--- src/rtl/note_pkg.sv ---
// rtl/note_pkg.sv - shared types and helpers for the note highway
package note_pkg;
    localparam int NUM_LANES = 4;

    typedef logic [NUM_LANES-1:0] lane_mask_t;

    typedef enum logic [1:0] {IDLE, REQ, SAMPLE, SHIFT} state_t;

    function automatic logic [2:0] popcount4(input lane_mask_t m);
        popcount4 = {2'b00, m[0]} + {2'b00, m[1]} + {2'b00, m[2]} + {2'b00, m[3]};
    endfunction
endpackage

--- src/rtl/key_edge_sync.sv ---
// rtl/key_edge_sync.sv - 2-FF key synchronizer with rising-edge detect
module key_edge_sync
    import note_pkg::*;
(
    input  logic       clk,
    input  logic       rst,
    input  lane_mask_t i_keys,
    output lane_mask_t o_press
);
    lane_mask_t r_sync1;
    lane_mask_t r_sync2;
    lane_mask_t r_prev;

    always_ff @(posedge clk or posedge rst) begin
        if (rst) begin
            r_sync1 <= '0;
            r_sync2 <= '0;
            r_prev  <= '0;
        end else begin
            r_sync1 <= i_keys;
            r_sync2 <= r_sync1;
            r_prev  <= r_sync2;
        end
    end

    assign o_press = r_sync2 & ~r_prev;
endmodule

--- src/rtl/note_highway.sv ---
// rtl/note_highway.sv - random-note highway with strike-row scoring
module note_highway
    import note_pkg::*;
#(
    parameter int ROWS      = 16,
    parameter int SPAWN_GAP = 2,
    parameter int SCORE_W   = 16
) (
    input  logic                      clk,
    input  logic                      rst,
    input  logic                      run,
    input  logic                      clear,
    input  logic                      tick,
    input  logic [3:0]                rnd,
    output logic                      rnd_en,
    input  logic [3:0]                keys,
    output logic [NUM_LANES*ROWS-1:0] lanes,
    output logic                      hit,
    output logic                      miss,
    output logic                      wrong,
    output logic [SCORE_W-1:0]        score,
    output logic [SCORE_W-1:0]        misses
);
    localparam int GAP_W   = (SPAWN_GAP < 1) ? 1 : $clog2(SPAWN_GAP + 1);
    localparam int STRIKE  = NUM_LANES * (ROWS - 1);

    function automatic logic [SCORE_W-1:0] sat_add(input logic [SCORE_W-1:0] a,
                                                   input logic [2:0] b);
        logic [SCORE_W+2:0] s;
        s = {3'b000, a} + {{SCORE_W{1'b0}}, b};
        sat_add = (|s[SCORE_W+2:SCORE_W]) ? {SCORE_W{1'b1}} : s[SCORE_W-1:0];
    endfunction

    state_t                      r_state;
    logic [NUM_LANES*ROWS-1:0]   r_lanes;
    logic [GAP_W-1:0]            r_gap_cnt;
    lane_mask_t                  r_new_row;
    logic                        r_rnd_en, r_hit, r_miss, r_wrong;
    logic [SCORE_W-1:0]          r_score, r_misses;

    lane_mask_t w_press, w_strike, w_hit_mask, w_wrong_mask, w_strike_left, w_ins_row;

    key_edge_sync u_key_sync (
        .clk     (clk),
        .rst     (rst),
        .i_keys  (keys),
        .o_press (w_press)
    );

    // Presses act on the pre-shift strike row; whatever survives them is what a shift discards.
    always_comb begin
        w_strike      = r_lanes[STRIKE +: NUM_LANES];
        w_hit_mask    = w_press & w_strike;
        w_wrong_mask  = w_press & ~w_strike;
        w_strike_left = w_strike & ~w_press;
        w_ins_row     = (r_gap_cnt == '0) ? r_new_row : '0;
    end

    always_ff @(posedge clk or posedge rst) begin
        if (rst) begin
            r_state   <= IDLE;
            r_lanes   <= '0;
            r_gap_cnt <= '0;
            r_new_row <= '0;
            r_rnd_en  <= 1'b0;
            r_hit     <= 1'b0;
            r_miss    <= 1'b0;
            r_wrong   <= 1'b0;
            r_score   <= '0;
            r_misses  <= '0;
        end else if (clear) begin
            r_state   <= IDLE;
            r_lanes   <= '0;
            r_gap_cnt <= '0;
            r_rnd_en  <= 1'b0;
            r_hit     <= 1'b0;
            r_miss    <= 1'b0;
            r_wrong   <= 1'b0;
            r_score   <= '0;
            r_misses  <= '0;
        end else begin
            r_hit   <= 1'b0;
            r_miss  <= 1'b0;
            r_wrong <= 1'b0;
            if (run) begin
                r_hit   <= |w_hit_mask;
                r_wrong <= |w_wrong_mask;
                r_score <= sat_add(r_score, popcount4(w_hit_mask));
                r_lanes <= {w_strike_left, r_lanes[STRIKE-1:0]};
                case (r_state)
                    IDLE: begin
                        if (tick) begin
                            r_state  <= REQ;
                            r_rnd_en <= 1'b1;
                        end
                    end
                    REQ: r_state <= SAMPLE;
                    SAMPLE: begin
                        r_new_row <= rnd;
                        r_rnd_en  <= 1'b0;
                        r_state   <= SHIFT;
                    end
                    SHIFT: begin
                        r_lanes  <= {r_lanes[STRIKE-1:0], w_ins_row};
                        r_miss   <= |w_strike_left;
                        r_misses <= sat_add(r_misses, popcount4(w_strike_left));
                        if (w_ins_row != '0)
                            r_gap_cnt <= GAP_W'(SPAWN_GAP);
                        else if (r_gap_cnt != '0)
                            r_gap_cnt <= r_gap_cnt - 1'b1;
                        r_state <= IDLE;
                    end
                    default: r_state <= IDLE;
                endcase
            end else begin
                r_state  <= IDLE;
                r_rnd_en <= 1'b0;
            end
        end
    end

    assign rnd_en = r_rnd_en;
    assign lanes  = r_lanes;
    assign hit    = r_hit;
    assign miss   = r_miss;
    assign wrong  = r_wrong;
    assign score  = r_score;
    assign misses = r_misses;
endmodule

--- config.mk ---
export PLATFORM = sky130hd
export DESIGN_NAME = note_highway
export DESIGN_NICKNAME = d
export VERILOG_FILES = /design/src/rtl/note_pkg.sv /design/src/rtl/key_edge_sync.sv /design/src/rtl/note_highway.sv
export SDC_FILE = /design/constraint.sdc
export NUM_CORES = 1
export LEC_CHECK = 0
export CAP_MARGIN = 40
export CORE_MARGIN = 3
export CORE_UTILIZATION = 26
export CTS_CLUSTER_DIAMETER = 60
export DETAILED_ROUTE_END_ITERATION = 16
export PLACE_DENSITY_LB_ADDON = 0.08
export SYNTH_ARGS = -nofsm -noshare
export SYNTH_HDL_FRONTEND = slang
export SYNTH_HIERARCHICAL = 1
export SYNTH_SLANG_ARGS = --single-unit
export TNS_END_PERCENT = 30
--- constraint.sdc ---
create_clock -name clk -period 3.9 [get_ports clk]
set_input_delay 0.585 -clock clk [delete_from_list [all_inputs] [get_ports clk]]
set_output_delay 0.585 -clock clk [all_outputs]
set_load 0.03 [all_outputs]
# Word level (Yosys, flattened, before mapping)

Cells that the tools add are included.

Register bits after elaboration: 120
Input port bits: 13
Output and inout port bits: 100
Word-level logic and storage cells: 83

Add/sub/neg operators: 9
Equal/unequal tests: 5
Muxes and demuxes: 31
Bitwise logic cells: 8
Reduce and logical (&&, ||, !) cells: 16

Operators with widths:

| operator                                              | count |
|---|---|
| 2-to-1 mux 64 bit                                     | 3 |
| 2-to-1 mux 16 bit                                     | 7 |
| adder 16 x 3 -> 17 bit                                | 2 |
| bitwise AND 4 bit                                     | 4 |
| 2-to-1 mux 2 bit                                      | 8 |
| inverter 4 bit                                        | 3 |
| OR reduction 4 bit                                    | 3 |
| 2-to-1 mux 1 bit                                      | 10 |
| one-hot mux 2 bit (4 select lines)                    | 1 |
| adder 2 x 1 -> 3 bit                                  | 2 |
| adder 3 x 1 -> 3 bit                                  | 2 |
| AND reduction 3 bit                                   | 2 |
| nonzero test 2 bit                                    | 3 |
| OR reduction 3 bit                                    | 2 |
| adder 1 x 1 -> 2 bit                                  | 2 |
| equality test 2 bit, second input constant            | 2 |
| zero test 2 bit                                       | 2 |
| 2-to-1 mux 4 bit                                      | 1 |
| inequality test 4 x 1 -> 1 bit, second input constant | 1 |
| inequality test 4 bit, second input constant          | 1 |
| AND reduction 2 bit                                   | 2 |
| nonzero test 4 bit                                    | 1 |
| nonzero test 3 bit                                    | 1 |
| equality test 2 x 1 -> 1 bit, second input constant   | 1 |
| 3 further kinds                                       | 3 |

# Logic depth before layout (Yosys ltp)

Depth in word-level cells: 13
Depth in mapped cells: 12
Gate-level depth less buffers: 11

# By module

The synthesis kept the hierarchy.

Modules (own cells, without submodules):

| module        | times used | cells each | area an instance (um2) | sequential area each (um2) |
|---|---|---|---|---|
| note_highway  | 1          | 560        | 5208.7                 | 2702.6 |
| key_edge_sync | 1          | 17         | 359.1                  | 300.3 |

# Worst setup path after synthesis

Ideal clock, no wire load.

Path kind: reg2reg
From: register r_lanes[60], in the netlist lanes[60]
To: register r_misses[3], in the netlist misses[3]
Setup time: 0.094 ns
Arrival time: 2.962 ns
Required time: 3.806 ns
Slack: 0.844 ns
Stages on the path, launching flop included: 11
Path buffers: 1
Period minus slack after synthesis: 3.056 ns
Path through: dfrtp_1 > nand2b_1 > fa_1 > fa_1 > inv_1 > fa_1 > nand4_1 > nor4_4 > buf_6 > o21ai_1 > a211oi_1

Cells in the longest elaborated chain, start to end: 10

Ends and longest elaborated chain:

| item                     | line                | text |
|---|---|---|
| from (decl)              | note_highway.sv:35  | `logic [NUM_LANES*ROWS-1:0] r_lanes;` |
| from (signal assigned)   | note_highway.sv:89  | `r_lanes <= {w_strike_left, r_lanes[STRIKE-1:0]};` |
| from (signal assigned)   | note_highway.sv:104 | `r_lanes <= {r_lanes[STRIKE-1:0], w_ins_row};` |
| bitwise AND 4 bit *      | note_highway.sv:55  | `w_strike_left = w_strike & ~w_press;` |
| adder 1 x 1 -> 2 bit *   | note_pkg.sv:10      | `popcount4 = {2'b00, m[0]} + {2'b00, m[1]} + {2'b00, m[2]} + {2'b00, m[3]};` |
| adder 2 x 1 -> 3 bit *   | note_pkg.sv:10      |  |
| adder 3 x 1 -> 3 bit *   | note_pkg.sv:10      |  |
| adder 16 x 3 -> 17 bit * | note_highway.sv:30  | `s = {3'b000, a} + {{SCORE_W{1'b0}}, b};` |
| OR reduction 3 bit       | note_highway.sv:31  | `sat_add = (\|s[SCORE_W+2:SCORE_W]) ? {SCORE_W{1'b1}} : s[SCORE_W-1:0];` |
| 2-to-1 mux 16 bit *      | note_highway.sv:31  |  |
| 2-to-1 mux 16 bit *      | note_highway.sv:90  | `case (r_state)` |
| 2-to-1 mux 16 bit *      | note_highway.sv:85  | `if (run) begin` |
| 2-to-1 mux 16 bit *      | note_highway.sv:71  | `end else if (clear) begin` |
| to (signal assigned)     | note_highway.sv:106 | `r_misses <= sat_add(r_misses, popcount4(w_strike_left));` |
| to (decl)                | note_highway.sv:39  | `logic [SCORE_W-1:0] r_score, r_misses;` |

Every way passes the cells marked *; elsewhere a longest branch is shown, timed or not. The select of a mux whose other input is x is not followed.
A chain may end at the register's enable or synchronous reset.

# Worst setup path after layout

From: register u_key_sync.r_sync2[0]
To: register r_misses[8], in the netlist misses[8]

Cells in the longest elaborated chain, start to end: 12

Ends and longest elaborated chain:

| item                     | line                | text |
|---|---|---|
| from (decl)              | key_edge_sync.sv:11 | `lane_mask_t r_sync2;` |
| from (signal assigned)   | key_edge_sync.sv:21 | `r_sync2 <= r_sync1;` |
| bitwise AND 4 bit *      | key_edge_sync.sv:26 | `assign o_press = r_sync2 & ~r_prev;` |
| named net w_press[0]     | note_highway.sv:41  | `lane_mask_t w_press, w_strike, w_hit_mask, w_wrong_mask, w_strike_left, w_ins_row;` |
| inverter 4 bit *         | note_highway.sv:55  |  |
| bitwise AND 4 bit *      | note_highway.sv:55  |  |
| adder 1 x 1 -> 2 bit *   | note_pkg.sv:10      |  |
| adder 2 x 1 -> 3 bit *   | note_pkg.sv:10      |  |
| adder 3 x 1 -> 3 bit *   | note_pkg.sv:10      |  |
| adder 16 x 3 -> 17 bit * | note_highway.sv:30  |  |
| OR reduction 3 bit       | note_highway.sv:31  |  |
| 2-to-1 mux 16 bit *      | note_highway.sv:31  |  |
| 2-to-1 mux 16 bit *      | note_highway.sv:90  |  |
| 2-to-1 mux 16 bit *      | note_highway.sv:85  |  |
| 2-to-1 mux 16 bit *      | note_highway.sv:71  |  |

Mark *: on every way through the listed nets, which the timed path passes. The rest lies on a longest branch. The select of a mux whose other input is x is not followed.

==> impl_metrics.json <==
{
  "status": "complete, no violations",
  "grt_usage_pct": 14.2,
  "cts_num_sinks": 120,
  "p_total_mw": 3.00,
  "cp_max_fo": 13,
  "setup_viol": 0,
  "yosys_register_bits": 120,
  "drt-total-wl_um": 16200,
  "worstHoldEndpoint": "u_key_sync/r_sync2[1]$_DFF_PP0_",
  "die_area_um2": 23200,
  "r2r_setup_slack_ps": 460,
  "grt_first_pass_wirelength_um": 26800,
  "p_seq_share_pct": 42.4,
  "wl_per_cell_um": 16.8,
  "critPathKind": "reg -> reg",
  "root_buffer": "clkbuf_16",
  "drv_slew": 0,
  "drtAntennaViolNets": 0,
  "p_int_mw": 2.33,
  "crit_family": "simple AND/OR/NAND/NOR gates",
  "holdPathStages": 0,
  "finalSetupTns_ps": 0,
  "netlist_area_um2": 5570,
  "report.final.hold_viol_count": 0,
  "arrival_ps": 3760,
  "synth_flop_cell": "dfrtp_1",
  "cp_num_buf_inv": 2,
  "first_pass_iters": 4,
  "synth_cell_types": 57,
  "synthArstFlopShare_pct": 100,
  "vias": 4723,
  "row_count": 52,
  "clock_latency_ps": 410,
  "pwr-share-comb_pct": 3.7,
  "worstPathCellList": "nor2b_4 -> nand2b_1 -> fa_1 -> fa_1 -> inv_1 -> fa_1 -> nand4_1 -> nor4_4 -> buf_4 -> and4b_2 -> nor3_1",
  "die_y_um": 152,
  "reg2reg_to": "misses[8]$_DFFE_PP0P_",
  "yosysSeqAreaShare_pct": 53.9,
  "synth.avg_cell_area_um2": 9.65,
  "fin_nets": 707,
  "syn_inst": 577,
  "worst_pin_slew_ps": 700,
  "cpMaxStageDelayCell": "fa_1",
  "synth.top_cell.area_share_pct": 53.9,
  "finalCritPeriodShare_pct": 88.1,
  "timing.fmax_mhz": 291,
  "start_util_pct": 27.0,
  "rsz0062_at_grt": "no",
  "first_iter_violations": 262,
  "finalClockSkew_ps": 11.7,
  "cts_resized": 0,
  "ir_drop_v": 0.000280,
  "drive_gt1_share_pct": 8.93,
  "clk_pin_slew_ps": 60,
  "antenna_found_initial": 0,
  "power_leakage_nw": 3.00,
  "cts_inserted_buffers": 17,
  "synth_edf_count": 0,
  "die_w_um": 152,
  "grt_max_degree": 74,
  "cap_violations": 0,
  "holdCritPathClass": "reg -> reg",
  "synth_area_leader_cell": "dfrtp_1",
  "io_buffers": 112,
  "ios": 113,
  "coreArea_um2": 20600,
  "route.detailed.drc": 0,
  "switching_power_mw": 0.666,
  "cts_setup_buffers": 0,
  "grt_pass1_vias": 4866,
  "diodes": 0,
  "yosys_warnings": 6,
  "worst_path_most_repeated_cell": "fa_1",
  "holdBufCountCts": 0,
  "critPathLaunchType": "register",
  "htree_levels": 4,
  "ys_top_cells_by_area": "dfrtp_1 54%, nand2_1 8.6%, a21oi_1 6.7%",
  "dp_hpwl_um": 10500,
  "gr-total-overflow": 0,
  "cts_buffer_depth": 2,
  "endpoint_kind": "register",
  "area_growth_pct": 35.7,
  "power_density_nw_per_um2": 397,
  "synth_fp_nets": 603,
  "fillers": 2076,
  "crit_required_ps": 4230,
  "slowest_delay_ps": 490,
  "routed_via_density": 4.90,
  "hold_path.startpoint": "u_key_sync/r_sync1[1]$_DFF_PP0_",
  "maxSlewHeadroom_pct": 53.4,
  "post-route-min-period_ps": 3440,
  "gp_congestion": 0.767,
  "worstRegToRegCells": 11,
  "cts_tree": "done",
  "rr_startpoint": "u_key_sync/r_sync2[0]$_DFF_PP0_",
  "pwr-share-clk_pct": 53.8,
  "swShare_pct": 22.2
}
## registers in the layout (all words and copies together) (netlist names), 2 cells and up
name,flops
lanes,64
score,16
r_new_row,4
u_key_sync/r_sync2,4
misses,16
u_key_sync/r_sync1,4
r_state,2
r_gap_cnt,2
u_key_sync/r_prev,4
## cell type report
| cell class | count | area [um^2] | share of cell area [%] |
|---|---|---|---|
| Inverter | 21 | 81.3 | 1.08 |
| Multi-Input combinational cell | 400 | 2330 | 30.8 |
| Clock inverter | 12 | 149 | 1.97 |
| Tap cell | 270 | 338 | 4.47 |
| Sequential cell | 120 | 3000 | 39.7 |
| Timing Repair Buffer | 121 | 1200 | 15.9 |
| Clock buffer | 20 | 457 | 6.04 |
## cells in the final DEF, fill, tap and decap left out, types with 3 or more instances in the layout
cell             Yosys  final
a211oi_1            18     18
o21ai_0              7      7
mux2_2               4      4
nor4b_1              5      5
nand2b_1             3      3
nor4_1               6      6
nor3_1              16     16
buf_4                0      9
a311oi_1             5      5
clkinv_2             0      4
clkdlybuf4s50_1      0    111
inv_1               21     20
clkbuf_16            0     17
nand2_1            127    127
a41oi_1              8      8
nand4_1              7      7
a22oi_1              5      5
fa_1                 6      6
o21a_1               3      3
nand3_1             14     14
a31oi_1              5      5
dfrtp_1            120    120
clkinvlp_4           0      4
and3_1              11     11
nor2_1              24     24
a21oi_1             74     74
nor2b_4              4      4
bufinv_16            0      3
ha_1                 7      7
nor2b_1              3      3
## through the flow
step                hold WS, ps  setup WS [ps]  cells  util (%)  instance area (um^2)
floorplan                   331            469    577         -                  5570
global placement            332            612    932      33.7                  6950
detailed placement          335            499    932      33.7                  6950
CTS                         341            462    964      36.6                  7560
global route                353            199    964      36.6                  7560
finish                      339            464    964      36.6                  7560
## layer usage
metal / wire (um) / GRT usage [%] / vias up
met4: 189 / 4.11 / 0
met3: 985 / 4.77 / 14
li1: - / - / 2244
met5: 0 / 0 / -
met2: 7420 / 22.0 / 110
met1: 7630 / 19.1 / 2355
## Yosys cell counts (all sizes together), types with 8 or more instances
cell type  instances
nand2            128
a21oi             74
nor2              24
and3              12
nand4              8
a41oi              8
o21ai             10
clkbuf            28
nand3             15
buf                8
inv               21
a211oi            18
nor3              16
dfrtp            120
## worst reg2reg max path: stages, from the launching register on
cell	delay, ps
dfrtp_1	380
nor2b_4	140
nand2b_1	180
fa_1	490
fa_1	460
inv_1	90
fa_1	310
nand4_1	210
nor4_4	460
buf_4	280
and4b_2	240
nor3_1	120
## logic make-up (layout without fill, tap and decap cells)
family | count (synthesis) | in the layout | share of synthesized area [%]
multiplexers | 5 | 5 | 0.989
adder cells (fa/ha/maj) | 13 | 13 | 3.73
AO/OA/AOI/OAI | 143 | 143 | 16.0
flip-flops | 120 | 120 | 53.9
AND/OR/NAND/NOR | 239 | 239 | 21.1
buffers and inverters | 57 | 174 | 4.22
## power by group through the flow
stage,Sequential [mW],Clock (mW),Combinational (mW)
5_1_grt,1.27,1.73,0.128
2_1_floorplan,1.30,0,0.0664
3_3_place_gp,1.29,0,0.115
4_1_cts,1.27,1.66,0.117
3_5_place_dp,1.30,0,0.116
6_report,1.27,1.61,0.112
## worst max path at each step
| stage | startpoint | to | slack, ps | cells past startpoint |
|---|---|---|---|---|
| 2_1_floorplan | rst | hit$_DFF_PP0_ | 470 | 1 |
| 3_3_place_gp | u_key_sync/r_sync2[0]$_DFF_PP0_ | misses[8]$_DFFE_PP0P_ | 610 | 11 |
| 3_5_place_dp | u_key_sync/r_sync2[0]$_DFF_PP0_ | misses[8]$_DFFE_PP0P_ | 500 | 11 |
| 4_1_cts | u_key_sync/r_sync2[0]$_DFF_PP0_ | misses[6]$_DFFE_PP0P_ | 460 | 11 |
| 5_1_grt | u_key_sync/r_sync2[0]$_DFF_PP0_ | misses[5]$_DFFE_PP0P_ | 200 | 11 |
| 6_report | u_key_sync/r_sync2[0]$_DFF_PP0_ | misses[8]$_DFFE_PP0P_ | 460 | 11 |
Power figures use the tool's default switching activity.
